**config.mk**
```make
export PLATFORM = sky130hd
export DESIGN_NAME = dds_capture
export DESIGN_NICKNAME = d
export VERILOG_FILES = /design/src/rtl/dds_capture.sv
export SDC_FILE = /design/constraint.sdc
export NUM_CORES = 1
export LEC_CHECK = 0
export ABC_AREA = 1
export BUFFER_PORTS_ARGS = -buffer_cell sky130_fd_sc_hd__buf_2
export CORE_AREA = 4 4 159 161
export DETAILED_ROUTE_END_ITERATION = 12
export DIE_AREA = 0 0 163 165
export GPL_ROUTABILITY_DRIVEN = 0
export GPL_TIMING_DRIVEN = 0
export HOLD_SLACK_MARGIN = 0.08
export PLACE_DENSITY = 0.68
export RECOVER_POWER = 25
export SKIP_CTS_REPAIR_TIMING = 1
export SYNTH_ARGS = -nofsm -noshare
export SYNTH_HDL_FRONTEND = slang
export SYNTH_SLANG_ARGS = --single-unit
```
**constraint.sdc**
```tcl
create_clock -name clk -period 4.45 [get_ports clk]
set_clock_uncertainty 0.1 [all_clocks]
set_input_delay 0.6675 -clock clk [delete_from_list [all_inputs] [get_ports clk]]
set_output_delay 0.6675 -clock clk [all_outputs]
set_load 0.02 [all_outputs]
```
**src/rtl/dds_capture.sv**
```systemverilog
// dds_capture: waits for an armed trigger on a signed 8-bit sample stream,
// keeps one of every decim+1 valid samples, packs four samples per 32-bit
// word (sample k in byte k mod 4) and hands words to a single-entry output
// register that feeds the USB write FIFO.
//
// state     | meaning
// ----------+------------------------------------------------------------
// S_IDLE    | inactive, samples ignored
// S_ARMED   | config shadowed, waiting for the trigger sample
// S_CAPTURE | storing every (decim+1)th valid sample
// S_FLUSH   | length reached with a partial word, waiting to emit it
// S_DONE    | capture complete, holds until arm or abort

module dds_capture #(
   parameter int LEN_WIDTH   = 32,
   parameter int DECIM_WIDTH = 16
) (
   input  logic                   clk,
   input  logic                   resetn,
   input  logic [7:0]             sig,
   input  logic                   sig_valid,
   input  logic                   arm,
   input  logic                   abort,
   input  logic [1:0]             trig_mode,
   input  logic [7:0]             trig_level,
   input  logic [LEN_WIDTH-1:0]   capture_len,
   input  logic [DECIM_WIDTH-1:0] decim,
   output logic [31:0]            usb_wr_data,
   output logic                   usb_wr_valid,
   input  logic                   usb_wr_full,
   output logic                   busy,
   output logic                   done,
   output logic                   overflow,
   output logic [LEN_WIDTH-1:0]   sample_count
);

   typedef enum logic [2:0] {
      S_IDLE, S_ARMED, S_CAPTURE, S_FLUSH, S_DONE
   } state_t;

   state_t                 state_q, state_d;
   logic [1:0]             mode_q, mode_d;
   logic signed [7:0]      level_q, level_d;
   logic [LEN_WIDTH-1:0]   len_q, len_d;
   logic [DECIM_WIDTH-1:0] decim_q, decim_d;
   logic [DECIM_WIDTH-1:0] dcnt_q, dcnt_d;
   logic signed [7:0]      prev_q, prev_d;
   logic [31:0]            pack_q, pack_d;
   logic [LEN_WIDTH-1:0]   count_q, count_d;
   logic [31:0]            out_data_q, out_data_d;
   logic                   out_valid_q, out_valid_d;
   logic                   ovf_q, ovf_d;
   logic                   busy_q, busy_d;
   logic                   done_q, done_d;

   logic signed [7:0]      sig_s;
   logic                   accept;
   logic                   out_free;
   logic                   trig_hit;
   logic                   store;
   logic                   last_byte;
   logic [31:0]            word;

   assign sig_s = sig;

   // Trigger qualification against the shadowed mode and level (signed compare).
   always_comb begin
      case (mode_q)
         2'd1:    trig_hit = (prev_q < level_q) && (sig_s >= level_q);
         2'd2:    trig_hit = (prev_q > level_q) && (sig_s <= level_q);
         default: trig_hit = 1'b1;
      endcase
   end

   // Next-state, packing and output-register logic.
   always_comb begin
      state_d     = state_q;
      mode_d      = mode_q;
      level_d     = level_q;
      len_d       = len_q;
      decim_d     = decim_q;
      dcnt_d      = dcnt_q;
      prev_d      = prev_q;
      pack_d      = pack_q;
      count_d     = count_q;
      out_data_d  = out_data_q;
      out_valid_d = out_valid_q;
      ovf_d       = ovf_q;
      store       = 1'b0;

      // A word leaving on this edge frees the register for a same-cycle load.
      accept   = out_valid_q && !usb_wr_full;
      out_free = !out_valid_q || accept;
      if (accept) out_valid_d = 1'b0;

      if (sig_valid) prev_d = sig_s;

      if (arm) begin
         mode_d  = trig_mode;
         level_d = trig_level;
         len_d   = capture_len;
         decim_d = decim;
         dcnt_d  = '0;
         prev_d  = '0;
         pack_d  = '0;
         count_d = '0;
         ovf_d   = 1'b0;
         state_d = (capture_len == '0) ? S_DONE : S_ARMED;
      end else if (abort) begin
         pack_d  = '0;
         state_d = S_IDLE;
      end else begin
         case (state_q)
            S_ARMED: begin
               if (sig_valid && trig_hit) begin
                  store  = 1'b1;
                  dcnt_d = decim_q;
               end
            end
            S_CAPTURE: begin
               if (sig_valid) begin
                  if (dcnt_q == '0) begin
                     store  = 1'b1;
                     dcnt_d = decim_q;
                  end else begin
                     dcnt_d = dcnt_q - 1'b1;
                  end
               end
            end
            S_FLUSH: begin
               // Unused bytes are already zero: the partial word starts cleared.
               if (out_free) begin
                  out_valid_d = 1'b1;
                  out_data_d  = pack_q;
                  pack_d      = '0;
                  state_d     = S_DONE;
               end
            end
            default: ;
         endcase
      end

      word = pack_q;
      word[{count_q[1:0], 3'b000} +: 8] = sig;
      last_byte = (count_q[1:0] == 2'd3);

      if (store) begin
         if (count_q != len_q) count_d = count_q + 1'b1;
         if (last_byte) begin
            pack_d = '0;
            if (out_free) begin
               out_valid_d = 1'b1;
               out_data_d  = word;
            end else begin
               ovf_d = 1'b1;
            end
         end else begin
            pack_d = word;
         end
         if (count_d == len_q) state_d = last_byte ? S_DONE : S_FLUSH;
         else                  state_d = S_CAPTURE;
      end

      busy_d = (state_d == S_ARMED) || (state_d == S_CAPTURE) || (state_d == S_FLUSH);
      done_d = (state_d == S_DONE);
   end

   // State and datapath registers.
   always_ff @(posedge clk or negedge resetn) begin
      if (!resetn) begin
         state_q     <= S_IDLE;
         mode_q      <= '0;
         level_q     <= '0;
         len_q       <= '0;
         decim_q     <= '0;
         dcnt_q      <= '0;
         prev_q      <= '0;
         pack_q      <= '0;
         count_q     <= '0;
         out_data_q  <= '0;
         out_valid_q <= 1'b0;
         ovf_q       <= 1'b0;
         busy_q      <= 1'b0;
         done_q      <= 1'b0;
      end else begin
         state_q     <= state_d;
         mode_q      <= mode_d;
         level_q     <= level_d;
         len_q       <= len_d;
         decim_q     <= decim_d;
         dcnt_q      <= dcnt_d;
         prev_q      <= prev_d;
         pack_q      <= pack_d;
         count_q     <= count_d;
         out_data_q  <= out_data_d;
         out_valid_q <= out_valid_d;
         ovf_q       <= ovf_d;
         busy_q      <= busy_d;
         done_q      <= done_d;
      end
   end

   assign usb_wr_data  = out_data_q;
   assign usb_wr_valid = out_valid_q;
   assign busy         = busy_q;
   assign done         = done_q;
   assign overflow     = ovf_q;
   assign sample_count = count_q;

endmodule

```
### Word level (Yosys, flattened, before mapping)

Index checks and enable logic that the tools add are counted.

| word-level totals | value |
|---|---|
| memory bits (read-only) | 0 |
| input bits | 72 |
| output and inout port bits | 68 |
| logic and storage cells | 108 |
| RAM bits | 0 |
| flip-flop bits (word level) | 185 |
| memories kept | 0 |
| bits in latches | 0 |

| operators by class | value |
|---|---|
| order comparisons | 4 |
| multiply operators | 0 |
| bitwise logic cells | 0 |
| reductions and logical operators | 17 |
| eq/ne operators | 15 |
| shift operators | 2 |
| muxes and demuxes | 53 |
| div/mod/pow operators | 0 |
| add/subtract/negate cells | 3 |

Operators by type and width:

| kind | count |
|---|---|
| 32-bit 2-to-1 mux | 17 |
| 16-bit 2-to-1 mux | 5 |
| 32-bit by 1-bit adder with 32-bit output (second input constant) | 1 |
| 32-bit bitwise mux | 1 |
| 32-bit equality test | 1 |
| 32-bit zero test | 1 |
| 32-bit != test | 1 |
| 16-bit one-hot mux with 2 select lines | 1 |
| 8-bit by 7-bit variable shift with 32-bit output (first input constant) | 1 |
| 8-bit by 7-bit variable part select with 32-bit output | 1 |
| 3-bit 2-to-1 mux | 8 |
| 1-bit 2-to-1 mux | 17 |
| 16-bit zero test | 1 |
| 8-bit 2-to-1 mux | 2 |
| 16-bit by 1-bit subtractor with 16-bit output (second input constant) | 1 |
| 3-bit by 2-bit equality test with 1-bit output (second input constant) | 4 |
| 8-bit >= comparator | 1 |
| 8-bit greater-than comparator | 1 |
| 8-bit <= comparator | 1 |
| 8-bit less-than comparator | 1 |
| 4-bit nonzero test | 2 |
| 5-bit negator with 7-bit output | 1 |
| 3-bit by 1-bit equality test with 1-bit output (second input constant) | 2 |
| 3-bit != test (second input constant) | 2 |
| 12 further kinds | 20 |

### Logic depth before layout (Yosys ltp)

Gate-level depths: netlist of the first run.

| depth | value |
|---|---|
| depth after elaboration | 15 |
| mapped depth | 24 |
| mapped depth without buffers | 22 |

### Worst setup path after synthesis of the first run

No wires, ideal clock.

| timing path | value |
|---|---|
| kind | input-to-reg |
| start | input sig[5] |
| end | register out_data_q[16] (netlist: usb_wr_data[16]) |
| library setup time | 137 ps |
| data required time | 4213 ps |
| buffers on the path | 2 |
| slack | 1667 ps |
| stages | 17 |
| data arrival time | 2546 ps |
| cell sequence | ha_1 -> a21oi_1 -> nor2_1 -> nor2_1 -> o211ai_1 -> nand2_1 -> nand2_1 -> nand3_1 -> nand3b_1 -> nand2_1 -> nand2_1 -> nand2_2 -> nor2_1 -> nand2_1 -> buf_2 -> clkbuf_1 -> a21oi_1 |

| on the way | value |
|---|---|
| cells in the longest elaborated chain, start to end | 9 |
| elaborated cells between the ends (all ways) | 15 |
| classes of those cells | order compare (2); shift (1); mux (9); reduce/logical (3) |

Ends and longest elaborated chain:

| item | line | text |
|---|---|---|
| start: declaration | 20 | `input logic [7:0] sig,` |
| 8-bit <= comparator or 8-bit >= comparator (tied branches) | 70, 69 |  |
| 1-bit logical AND, on equally long branches | 70, 69 |  |
| 1-bit one-hot mux with 2 select lines | 68 | `case (mode_q)` |
| 1-bit logical AND | 115 | `if (sig_valid && trig_hit) begin` |
| 1-bit 2-to-1 mux | 115 |  |
| 1-bit one-hot mux with 2 select lines | 113 | `case (state_q)` |
| 1-bit 2-to-1 mux | 109 | `end else if (abort) begin` |
| 1-bit 2-to-1 mux | 98 | `if (arm) begin` |
| 32-bit 2-to-1 mux * | 147 | `if (store) begin` |
| via out_data_d[16] | 50 | `logic [31:0] out_data_q, out_data_d;` |
| end signal: assignment | 195 | `out_data_q <= out_data_d;` |
| end: declaration | 50 |  |

The timed path passes the listed nets; every way through them passes the cells marked *.
A chain may end at the register's enable or synchronous reset.

### Final worst setup path of the first run

| timing path | value |
|---|---|
| start | register count_q[1] (netlist: sample_count[1]) |
| end | register busy_q (netlist: busy) |

| on the way | value |
|---|---|
| cells in the longest elaborated chain, start to end | 9 |
| elaborated cells between the ends (all ways) | 15 |
| classes of those cells | add/sub (1); eq/ne (6); mux (6); reduce/logical (2) |

Ends and longest elaborated chain:

| item | line | text |
|---|---|---|
| start: declaration | 49 | `logic [LEN_WIDTH-1:0] count_q, count_d;` |
| start signal: assignment | 194 | `count_q <= count_d;` |
| 32-bit by 1-bit adder with 32-bit output, or another cell as far along | 148 | `if (count_q != len_q) count_d = count_q + 1'b1;` |
| 32-bit 2-to-1 mux | 148 |  |
| 32-bit 2-to-1 mux | 147 |  |
| 32-bit equality test | 160 | `if (count_d == len_q) state_d = last_byte ? S_DONE : S_FLUSH;` |
| 3-bit 2-to-1 mux * | 160 |  |
| 3-bit 2-to-1 mux * | 147 |  |
| via state_d[1] | 41 | `state_t state_q, state_d;` |
| 3-bit by 1-bit equality test with 1-bit output or 3-bit by 2-bit equality test with 1-bit output (tied branches) | 164 | `busy_d = (state_d == S_ARMED) \|\| (state_d == S_CAPTURE) \|\| (state_d == S_FLUSH);` |
| 1-bit logical OR | 164 |  |
| 1-bit logical OR * | 164 |  |
| via busy_d | 53 | `logic busy_q, busy_d;` |
| end signal: assignment | 198 | `busy_q <= busy_d;` |
| end: declaration | 53 |  |

The timed path passes the listed nets; every way through them passes the cells marked *. The select of a mux whose other input is x is not followed.

==> results of run 1 <==
-- cell families after synthesis --
logic type	share of synthesized area
compound gates	0.128
xor+xnor	0.0382
fa+ha+maj	0.0286
buf+inv	0.0912
flops	0.407
mux	0.00704
simple gates	0.300
-- where the power goes --
part           switching (W)  internal (W)  leakage, nW
logic               0.000400      0.000191         3.68
clock network       0.000880      0.000810        0.314
registers          0.0000665       0.00176         2.45
total                0.00135       0.00276         6.45
-- synth_stat cells --
master and count:
clkbuf_1 41, buf_4 2, clkinv_1 4, nand2_4 1
nor2_4 4, a31oi_1 4, a32oi_1 8, mux2i_1 8
inv_2 6, nand3_1 120, nand3b_1 6, nand4_1 10
clkbuf_2 1, ha_1 26, nand3_2 1, dfrtp_1 185
o311ai_0 1, o21ai_0 132, o21a_1 1, nor2_1 161
nor3_1 18, buf_6 5, o21ai_1 1, nor3_2 2
xor2_1 24, nand2_1 465, o2111ai_1 10, o22ai_1 25
buf_1 7, nor2_2 7, and2_1 1, xnor2_2 3
inv_1 186, nor4_1 11, buf_2 9, o211ai_1 2
a21oi_1 67, nand3_4 1, o32ai_1 8, o31ai_1 2
nand2_2 7, xnor2_1 20
-- metal layers --
layer,up-vias,part of all wire,global-route usage
met2,477,0.46,0.443
li1,5512,-,-
met4,2,0.029,0.0820
met5,-,0.00022,0
met3,75,0.080,0.0537
met1,5347,0.43,0.359
-- placed cells by master, fill, tap and decap left out, drive strengths merged --
| master | count |
|---|---|
| o21ai | 133 |
| dfrtp | 185 |
| nand3 | 122 |
| a21oi | 67 |
| clkbuf | 59 |
| mux2i | 8 |
| o21a | 1 |
| nand4 | 10 |
| and2 | 1 |
| o211ai | 2 |
| xnor2 | 23 |
| buf | 163 |
| o22ai | 25 |
| o2111ai | 10 |
| o31ai | 2 |
| a31oi | 4 |
| inv | 205 |
| nor3 | 20 |
| nand2 | 473 |
| clkinv | 6 |
| nor2 | 172 |
| nor4 | 11 |
| ha | 26 |
| xor2 | 24 |
| o311ai | 1 |
| a32oi | 8 |
| nand3b | 6 |
| o32ai | 8 |
-- area by class of cell --
cell class,count,area (sq um)
Fill cell,2365,10800
Multi-Input combinational cell,1157,5710
Sequential cell,185,4630
Inverter,196,736
Timing Repair Buffer,140,733
Clock buffer,17,425
Tap cell,324,405
Buffer,65,302
Clock inverter,15,228
-- flip-flops by register name (all words and copies together) (netlist names) --
register / count
busy: 1
dcnt_q: 16
decim_q: 16
done: 1
len_q: 32
level_q: 8
mode_q: 2
overflow: 1
pack_q: 32
prev_q: 8
sample_count: 32
state_q: 3
usb_wr_data: 32
usb_wr_valid: 1
-- worst reg2reg max path: stages (launching register included) --
cell     delay, ns
dfrtp_1       0.50
inv_2         0.15
nand2_1       0.06
nand2_1       0.11
nand2_1       0.07
nor2_1        0.15
nand2_1       0.09
nor2_2        0.25
buf_2         0.35
nand3_1       0.17
nand2_1       0.12
nand2_1       0.05
nand2_1       0.05
nand2_1       0.05
nor2_1        0.13
nand2_1       0.12
nor2_2        0.19
nand2_1       0.09
nand2_2       0.08
nand3_2       0.10
nor2_1        0.10
nor2_1        0.04
-- through the flow --
stage | worst slack (ns) | std cells | power, W | area, sq um
6_report | 1.22 | 2099 | 0.00411 | 13200
5_1_grt | 0.942 | 2099 | 0.00428 | 13200
4_1_cts | 1.29 | 2099 | 0.00412 | 13200
3_5_place_dp | 0.871 | 2067 | 0.00244 | 12500
3_3_place_gp | -0.550 | 2066 | 0.00242 | 12500
2_1_floorplan | 1.67 | 1603 | 0.00221 | 11400
-- final timing paths --
kind	start	to	slack (ns)
min in group clk	decim[12]	decim_q[12]$_DFFE_PN0P_	0.31
setup / recovery	sample_count[1]$_DFF_PN0_	busy$_DFF_PN0_	1.22
max in group asynchronous	resetn	decim_q[0]$_DFFE_PN0P_	3.23
setup reg to reg	sample_count[1]$_DFF_PN0_	busy$_DFF_PN0_	1.22
hold reg to reg	decim_q[5]$_DFFE_PN0P_	decim_q[5]$_DFFE_PN0P_	0.38
hold / removal	resetn	len_q[18]$_DFFE_PN0P_	0.06
==> flow_summary.toml, run 1 <==
[floorplan]
fp-row-count = 57
ios = 140
chipWidth_um = 163
coreArea_sq_um = 24000
design.die.area_sq_um = 26900
die_h_um = 165
start_util = 0.475

[setup_path]
required_ns = 4.69
crit_path_frequent_cell = "nand2_1"
crit_path_cell_trace = "inv_2 > nand2_1 > nand2_1 > nand2_1 > nor2_1 > nand2_1 > nor2_2 > buf_2 > nand3_1 > nand2_1 > nand2_1 > nand2_1 > nand2_1 > nor2_1 > nand2_1 > nor2_2 > nand2_1 > nand2_2 > nand3_2 > nor2_1 > nor2_1"
worst_path_max_delay_cell = "dfrtp_1"
end_kind = "flip-flop"
crit_arrival_ns = 3.46
criticalPathCategory = "flip-flop to flip-flop"
start_kind = "flip-flop"
rr_worst_depth = 21
cp.depth = 21
cp_top_family = "simple AND/OR/NAND/NOR gates"
worstPathBufferInverterCount = 2
slowest_delay_ns = 0.50
path_max_fanout = 10

[synth]
ys_seq_area_frac = 0.407
synth.top_cell.area_share = 0.407
synth_area_leaders = "dfrtp_1 (41%), nand2_1 (15%), inv_1 (6.1%)"
syn-cell-area_sq_um = 11400
synth.distinct_cells = 42
synth_largest_area_cell = "dfrtp_1"
yosysWarnings = 0
syn_nets = 1701
synth_cells = 1603
avgSynthCellArea_sq_um = 7.10
synth_seq_cells = 185

[pwr]
power_density_nw_per_um2 = 312
leakagePower_nw = 6.45
peakVddDrop_mv = 0.275

[routing]
wl_per_cell_um = 17.1
drtIter0Drc = 1162
drt_first_pass_iters = 8
ant_nets = 0
remaining_drc_errors = 0
viasPerCell = 5.44
num_vias = 11400
wirelength_um = 35900

[sta]
setup_tns_ns = 0
hold_slack_ns = 0.0557
finalMaxSlewViolations = 0
final_hold_viol_count = 0
fin_crit_ns = 3.23
setup_viol = 0
fin_crit_sh = 0.725
rsz0062_at_grt = "no"
slew_headroom = 0.280
max_slew.worst_pin.slew_ns = 1.07
max_freq_mhz = 310

[global_route]
grt_pass1_vias = 11000
grt_pass1_wl_um = 57100
gr-usage-all-layers = 0.268
overflow = 0
antenna_found_initial = 1
grt_max_degree = 115

[run]
maxCapViolCount = 0

[place]
hpwl_um = 26500
numPortBuffers = 139

[cts]
tritoncts = "built"
cts_buffer_depth = 2
cts-root-buf = "clkbuf_16"
clk_pin_slew_ns = 0.08
worstSkewPairLatency_ns = 0.45
h-tree-depth = 4
cts_buffers = 17
clkSinkCount = 185

[cells_and_area]
area_growth_pct = 15.7
num_antenna_cells = 0
drive_above_1_share = 0.125
nets = 1860
fin_util = 0.550

[run_status]
status = "finished clean"

[worst_hold_path]
hold_class = "primary input to asynchronous set/reset pin"
Note: power is estimated with default switching activity, not from simulation.
==> inputs of run 2 (changes only) <==
- PLACE_DENSITY: 0.68 -> 0.7
- clock period: 4.45 -> 2.8 ns (I/O delays scaled with it)
==> run 2 against run 1 <==
The run now ends with setup timing left. Routed wire length grew 8.0%. Setup slack lost 1.4 ns. Via count grew 4.5%. Cell count grew 2.6%. Non-clock buffer count grew 51. Clock power grew 54%. Sequential cell count is the same. Register-to-register slack lost 1.4 ns. Sequential share of layout area shrank 3.1 points. Sequential power grew 59%. Final area grew 10%. Largest cell class unchanged.
==> flow_summary.toml, run 2 (synthesized netlist as in run 1, its figures left out) <==
[routing]
remaining_drc_errors = 0
drtIter0Drc = 1207
met3WireLength_um = 3160
drt_first_pass_iters = 7
routed.top_layer = "met5"
num_vias = 11900
ant_nets = 0
wirelength_um = 38800
wl_per_cell_um = 18.0
dr_wl_met2_um = 18000
viasPerCell = 5.54
wl_met1_um = 15900

[run]
maxCapViolCount = 0

[global_route]
antenna_found_initial = 1
grt_pass1_wl_um = 57600
overflow = 0
gr-usage-all-layers = 0.271
grt_max_degree = 95
grt_pass1_vias = 11200

[cts]
tritoncts = "built"
clkSinkCount = 185
h-tree-depth = 4
cts_buffer_depth = 2
cts_buffers = 17
clk_pin_slew_ns = 0.08
cts-root-buf = "clkbuf_16"
worstSkewPairLatency_ns = 0.46

[cells_and_area]
fin_util = 0.605
nets = 1915
layout_commonest_cell = "nand2_1"
final_cell_mix = "nand2_1 (440), dfrtp_1 (174), inv_1 (172), buf_2 (142), nor2_1 (135)"
drive_above_1_share = 0.225
nFillCells = 2170
num_antenna_cells = 0
area_growth_pct = 27.5

[sta]
rsz0062_at_grt = "yes"
setup_viol = 4
finalMaxSlewViolations = 0
slew_headroom = 0.0759
max_slew.worst_pin.slew_ns = 1.39
final_hold_viol_count = 0
fin_crit_sh = 1.05
max_freq_mhz = 339
setup_slack_ns = -0.146
fin_crit_ns = 2.95
setup_tns_ns = -0.359

[floorplan]
design.die.area_sq_um = 26900
fp-row-count = 57
coreArea_sq_um = 24000
chipWidth_um = 163
die_h_um = 165
start_util = 0.475
ios = 140

[run_status]
status = "finished with violations"
failed_checks = "setup timing"

[worst_hold_path]
whs_path_depth = 3
min_to = "level_q[2]$_DFFE_PN0P_"
holdCritStartpoint = "trig_level[2]"
hold_class = "primary input to flip-flop"

[setup_path]
rr_worst_depth = 23
r2r_slack_ns = -0.15
required_ns = 3.06
r2r-start = "sample_count[8]$_DFF_PN0_"
crit_arrival_ns = 3.20
r2r-end = "busy$_DFF_PN0_"
criticalPathCategory = "flip-flop to flip-flop"
end_kind = "flip-flop"
path_max_fanout = 6
start_kind = "flip-flop"

[place]
dp_worst_setup_slack_ns = -0.534
hpwl_um = 26600
numPortBuffers = 139

[pwr]
leakagePower_nw = 6.89
peakVddDrop_mv = 0.366
power_density_nw_per_um2 = 452
finalPower_w = 0.00656
-- run 2: changes by cell type in the layout (fill, tap and decap cells not counted), moves of 20 or more --
| cell | before | now |
|---|---|---|
| a21oi_1 | 67 | 45 |
| a21oi_2 | 0 | 20 |
| buf_4 | 2 | 37 |
| nand2_1 | 465 | 440 |
| nor2_1 | 161 | 135 |
| nor2_4 | 4 | 28 |
-- run 2: how the worst max path moves through the flow --
stage / startpoint / endpoint / depth (start not counted)
floorplan: sample_count[1]$_DFF_PN0_ / busy$_DFF_PN0_ / 21
global placement: resetn / usb_wr_data[24]$_DFF_PN0_ / 1
detailed placement: sig[0] / usb_wr_data[18]$_DFF_PN0_ / 20
CTS: level_q[1]$_DFFE_PN0P_ / usb_wr_data[2]$_DFF_PN0_ / 20
global route: sample_count[8]$_DFF_PN0_ / busy$_DFF_PN0_ / 23
finish: sample_count[8]$_DFF_PN0_ / busy$_DFF_PN0_ / 23
-- run 2: metrics by stage --
stage               hold slack [ns]  cells  area [sq um]
floorplan                    0.0244   1603         11400
global placement              0.363   2066         12500
detailed placement            0.361   2067         12500
CTS                         -0.0768   2099         13200
global route                 0.0818   2154         14500
finish                       0.0673   2154         14500
-- run 2: power by group --
group	internal (W)	total, W	switching (W)
clock	0.00125	0.00260	0.00135
sequential	0.00280	0.00291	0.000112
combinational	0.000359	0.00105	0.000693
-- run 2: area by class of cell --
class | instances | area [sq um] | area share
timing repair inverter | 1 | 7.51 | 0.000518
clock buffer | 17 | 425 | 0.0293
clock inverter | 15 | 210 | 0.0145
sequential | 185 | 4640 | 0.320
tap | 324 | 405 | 0.0279
buffer | 64 | 457 | 0.0315
multi-input combinational | 1160 | 6360 | 0.439
timing repair buffer | 192 | 1240 | 0.0854
inverter | 196 | 756 | 0.0521
-- run 2: metal layers --
layer | up-vias | GRT usage
li1 | 5619 | -
met1 | 5586 | 0.365
met2 | 596 | 0.438
met3 | 126 | 0.0469
met4 | 2 | 0.109
met5 | - | 0
-- run 2: worst max-delay path: stages, from the launching register on --
cell and delay [ns]:
dfrtp_1 0.38, buf_2 0.18, xnor2_2 0.19, nand2_1 0.08, nor2_1 0.12, nand2_1 0.11
nor2_4 0.21, nand2_8 0.08, buf_12 0.16, buf_4 0.13, nand2_1 0.09, nand2_1 0.08
nand2_1 0.06, nand2_1 0.05, inv_1 0.05, nand2_1 0.06, nor2_1 0.09, nand2_1 0.10
nor2_2 0.14, nand2_1 0.08, nand2_2 0.09, nand2_1 0.07, nor2_2 0.10, nor2_1 0.05
